**src/rtl/vin_sonar_multi.sv**
```systemverilog
// Multi-channel ultrasonic range finder: round-robin triggers, synchronised echo
// pulse-width measurement and per-channel distance/timeout/valid registers.

module vin_sonar_sync (
   input  logic clk,
   input  logic rst,
   input  logic d,
   output logic q
);
   logic meta;

   always_ff @(posedge clk or posedge rst) begin
      if (rst) begin
         meta <= 1'b0;
         q    <= 1'b0;
      end else begin
         meta <= d;
         q    <= meta;
      end
   end
endmodule

module vin_sonar_multi #(
   parameter int CHANNELS    = 4,
   parameter int WIDTH       = 32,
   parameter int TRIGGER_LEN = 500,
   parameter int TIMEOUT     = 1000000,
   parameter int PERIOD      = 1250000
) (
   input  logic                      clk,
   input  logic                      rst,
   input  logic [CHANNELS-1:0]       echo,
   output logic [CHANNELS-1:0]       trigger,
   output logic [CHANNELS*WIDTH-1:0] distance,
   output logic [CHANNELS-1:0]       valid,
   output logic [CHANNELS-1:0]       timeout
);
   localparam int CW = (CHANNELS > 1) ? $clog2(CHANNELS) : 1;
   localparam int SW = (PERIOD > 1) ? $clog2(PERIOD) : 1;
   localparam int TW = $clog2(TIMEOUT + 1);
   localparam logic [SW-1:0] LAST_SLOT = SW'(PERIOD - 1);
   localparam logic [SW-1:0] TRIG_END  = SW'(TRIGGER_LEN);
   localparam logic [TW-1:0] TMAX      = TW'(TIMEOUT);
   localparam logic [CW-1:0] LAST_CH   = CW'(CHANNELS - 1);

   typedef enum logic [1:0] {TRIG, WAIT_RISE, MEASURE, GAP} state_t;

   state_t                         state;
   logic [CW-1:0]                  ch;
   logic [SW-1:0]                  slot_cnt;
   logic [TW-1:0]                  timer;
   logic [WIDTH-1:0]               meas_cnt;
   logic                           echo_prev;
   logic [CHANNELS-1:0]            echo_s;
   logic [CHANNELS-1:0][WIDTH-1:0] dist_q;

   genvar g;
   generate
      for (g = 0; g < CHANNELS; g++) begin : g_lane
         vin_sonar_sync u_sync (.clk(clk), .rst(rst), .d(echo[g]), .q(echo_s[g]));
      end
   endgenerate

   assign distance = dist_q;

   always_ff @(posedge clk or posedge rst) begin
      if (rst) begin
         state     <= TRIG;
         ch        <= '0;
         slot_cnt  <= '0;
         timer     <= '0;
         meas_cnt  <= '0;
         echo_prev <= 1'b0;
         trigger   <= '0;
         valid     <= '0;
         timeout   <= '0;
         dist_q    <= '0;
      end else begin
         valid     <= '0;
         // Tracks the active channel continuously, so a level already high
         // when WAIT_RISE is entered never looks like a rising edge.
         echo_prev <= echo_s[ch];
         slot_cnt  <= (slot_cnt == LAST_SLOT) ? '0 : slot_cnt + 1'b1;

         case (state)
            TRIG: begin
               if (slot_cnt == TRIG_END) begin
                  trigger <= '0;
                  timer   <= '0;
                  state   <= WAIT_RISE;
               end else begin
                  trigger[ch] <= 1'b1;
               end
            end
            WAIT_RISE, MEASURE: begin
               // Timeout wins over an echo fall seen on the same cycle.
               if (timer == TMAX) begin
                  dist_q[ch]  <= '1;
                  timeout[ch] <= 1'b1;
                  valid[ch]   <= 1'b1;
                  state       <= GAP;
               end else begin
                  timer <= timer + 1'b1;
                  if (state == WAIT_RISE) begin
                     if (echo_s[ch] && !echo_prev) begin
                        meas_cnt <= WIDTH'(1);
                        state    <= MEASURE;
                     end
                  end else if (echo_s[ch]) begin
                     meas_cnt <= meas_cnt + 1'b1;
                  end else begin
                     dist_q[ch]  <= meas_cnt;
                     timeout[ch] <= 1'b0;
                     valid[ch]   <= 1'b1;
                     state       <= GAP;
                  end
               end
            end
            GAP: begin
               if (slot_cnt == LAST_SLOT) begin
                  ch    <= (ch == LAST_CH) ? '0 : ch + 1'b1;
                  state <= TRIG;
               end
            end
            default: state <= TRIG;
         endcase
      end
   end
endmodule
```
**config.mk**
```make
export PLATFORM = sky130hd
export DESIGN_NAME = vin_sonar_multi
export DESIGN_NICKNAME = d
export VERILOG_FILES = /design/src/rtl/vin_sonar_multi.sv
export SDC_FILE = /design/constraint.sdc
export NUM_CORES = 1
export LEC_CHECK = 0
export ABC_AREA = 1
export CORE_AREA = 2 2 171 173
export DETAILED_ROUTE_END_ITERATION = 12
export DIE_AREA = 0 0 173 175
export GPL_ROUTABILITY_DRIVEN = 0
export PLACE_DENSITY = 0.65
export SLEW_MARGIN = 15
export SYNTH_ARGS = -nofsm -noshare
export SYNTH_HDL_FRONTEND = slang
export SYNTH_HIERARCHICAL = 1
export SYNTH_SLANG_ARGS = --single-unit
export TNS_END_PERCENT = 100
```
**constraint.sdc**
```tcl
create_clock -name clk -period 15.3 [get_ports clk]
set_input_delay 4.59 -clock clk [delete_from_list [all_inputs] [get_ports clk]]
set_output_delay 4.59 -clock clk [all_outputs]
set_load 0.05 [all_outputs]
```
==> out/results.ini <==
[sta]
fmax_mhz=156.5
layout_worst_path_cycle_share_pct=41.76
hold_violations=0
rsz0062_at_grt=no
worstMarginPinSlew_ps=1151
skew_ps=19.39
fin_tns_setup_ps=0
fin_crit_ps=6390
slew_viol_final=0
finalSetupViolCount=0
max_slew_margin_pct=23.11

[placement]
dp_hpwl_mm=23.35
portBuffers=145
place_area_mm2=0.01405

[critical_path]
critPathBufInv=1
rrSetupSlack_ps=11080
r2r-start=state[1]
r2r_cells=9
r2r_end=distance[63]
slowest_delay_ps=840
critical_path_peak_fanout=3
required_ps=10710
crit_type=reg -> out
cp-end-kind=output port
cp_slowest_cell=clkdlybuf4s50_1
cp.arrival_ps=1800
cp_top_family=buffers and inverters
crit_chain=clkdlybuf4s50_1
start_kind=flop

[logic_synthesis]
synthCells=1793
syn_nets=1811
synthDistinctLibCells=32
yosys_warnings=6
synth-seq-cells=226
synth_xor_area_share_pct=2.015
yosys.area_share.adder_pct=1.191
synth_compound_area_share_pct=7.355
avgSynthCellArea_um2=7.031
synthSimpleGateAreaFrac_pct=37.01
ys_seq_area_share_pct=44.86
synth_mux_area_share_pct=0
syn_area_mm2=0.01261
synth_top_family_by_area=simple AND/OR/NAND/NOR gates

[cts]
cts_tree=done
clockBufferDepth=3
cts.repair.resized=0
cts_buffers=26
path_clk_slew_ps=70
root_buffer=clkbuf_16
cts_setup_buffers=0
cts_hold_buf=0
clock_latency_ps=540
clock_sinks=226
h-tree-depth=1

[drt]
drc=0
via_per_inst=5.350
ant_nets=0
drt_iter0_drc=1206
drtPass1Iterations=5
vias=12033
wl_mm=36.99
wl_per_cell_um=16.45

[finish]
drive_above_1_share_pct=3.807
seq_area_mm2=0.005655
area_growth_syn_to_layout_pct=18.70
multi_input_area_mm2=0.006027
diodes=0
final_area_mm2=0.01496
nFillCells=2713
layout.nets=1865

[global_route]
grt_util_met1_pct=35.85
grt_pass1_wl_mm=59.61
grt_pass1_vias=10807
grt_max_degree=126
gr-usage-all-layers_pct=24.18
antenna_found_initial=0
use_met3_pct=3.960
grt_busiest_layer=met2
grt_overflow=0
use_met2_pct=36.80

[floorplan]
initial_core_util_pct=44.40
die_height_um=175
fp-row-count=62
coreArea_mm2=0.02839
die-area_mm2=0.03028
io_pins=146
die_w_um=173

[power]
p_per_area_mw_per_mm2=85.22
p_leak_nw=6.780
ir_worst_vdd_v=0.00006354
finalPower_mw=1.275

[worst_hold_path]
hold_class=reg -> reg
min_to=g_lane[1].u_sync/q
min_from=g_lane[1].u_sync/meta
min_path_cells=0

[run]
drv_cap=0

[outcome]
status=finished clean

[power breakdown]
part           switching [mW]  internal (mW)  total, mW  leakage [nW]
Clock                   0.252          0.409      0.661         0.448
Sequential           0.000279          0.599      0.599          3.12
Combinational          0.0128        0.00181     0.0146          3.21
[kinds of logic (layout without fill, tap and decap cells)]
| kind of cell | Yosys count | in the layout |
|---|---|---|
| simple gates | 1127 | 1127 |
| fa+ha+maj | 12 | 12 |
| buf+inv | 220 | 292 |
| flops | 226 | 226 |
| xor+xnor | 29 | 29 |
| compound gates | 179 | 179 |
[metrics by stage]
step,hold WS (ps),utilization (%),setup slack (ps),std cells
finish,348.5,52.70,8910,2249
floorplan,331.2,-,4746,1793
global placement,333.0,49.47,8608,2203
global route,352.3,52.70,8898,2249
detailed placement,338.5,49.47,8587,2203
CTS,351.4,52.70,8901,2249
[synth_stat cells (all sizes together)]
master | instances | share of area [%]
nand2 | 531 | 16
a21oi | 12 | 0.51
xnor2 | 12 | 0.83
dfrtp | 226 | 45
o221ai | 1 | 0.069
nor3b | 2 | 0.12
ha | 12 | 1.2
nor2 | 281 | 8.4
nor3 | 21 | 0.83
a31oi | 2 | 0.099
buf | 66 | 3.0
nand3 | 275 | 11
inv | 89 | 2.7
o21ai | 161 | 6.4
nand3b | 1 | 0.060
nor4 | 3 | 0.15
nand4 | 10 | 0.55
clkbuf | 65 | 1.9
or2 | 3 | 0.15
xor2 | 17 | 1.2
o211ai | 1 | 0.17
a21o | 2 | 0.12
[registers in the layout, summed over array words and instances (netlist names), named ones only]
| signal | flops |
|---|---|
| distance | 128 |
| meas_cnt | 32 |
| slot_cnt | 21 |
| timer | 20 |
| g_lane.u_sync/meta | 4 |
| g_lane.u_sync/q | 4 |
| trigger | 4 |
| valid | 4 |
| ch | 2 |
| state | 2 |
| echo_prev | 1 |
[layer usage]
layer / share of wire, % / vias up
met1: 46 / 5648
li1: - / 5859
met4: 2.2 / 0
met3: 8.4 / 63
met5: 0 / -
met2: 44 / 463
[how the worst max path moves through the flow]
stage	endpoint	depth (start not counted)	from	slack (ps)
after floorplan	asynchronous set/reset pin	1	rst	4750
after global placement	distance[77]	3	rst	8610
after detailed placement	distance[77]	3	rst	8590
after CTS	distance[2]	1	distance[2]	8900
after global routing	distance[2]	1	distance[2]	8900
final	distance[5]	1	distance[5]	8910
[layout make-up]
cell class / count / share of cell area, %
clock inverters: 8 / 0.8027
well taps: 384 / 3.211
repair buffers: 157 / 10.30
inverters: 89 / 2.283
clock buffers: 38 / 5.327
flip-flops and latches: 226 / 37.80
multi-input cells: 1347 / 40.28
[cells in the final DEF (no fill, tap or decap), drive strengths merged]
master,Yosys,layout
xnor2,12,12
a21oi,12,12
clkinvlp,0,2
nor2,281,281
nand4,10,10
dfrtp,226,226
a31oi,2,2
o21ai,161,161
o211ai,1,1
clkdlybuf4s50,0,145
inv,89,89
xor2,17,17
bufinv,0,3
clkbuf,65,38
nand3b,1,1
clkinv,0,3
nor3,21,21
buf,66,12
nand3,275,275
ha,12,12
o221ai,1,1
nor3b,2,2
nand2,531,531
nor4,3,3
or2,3,3
a21o,2,2
(Power assumes the default switching activity.)
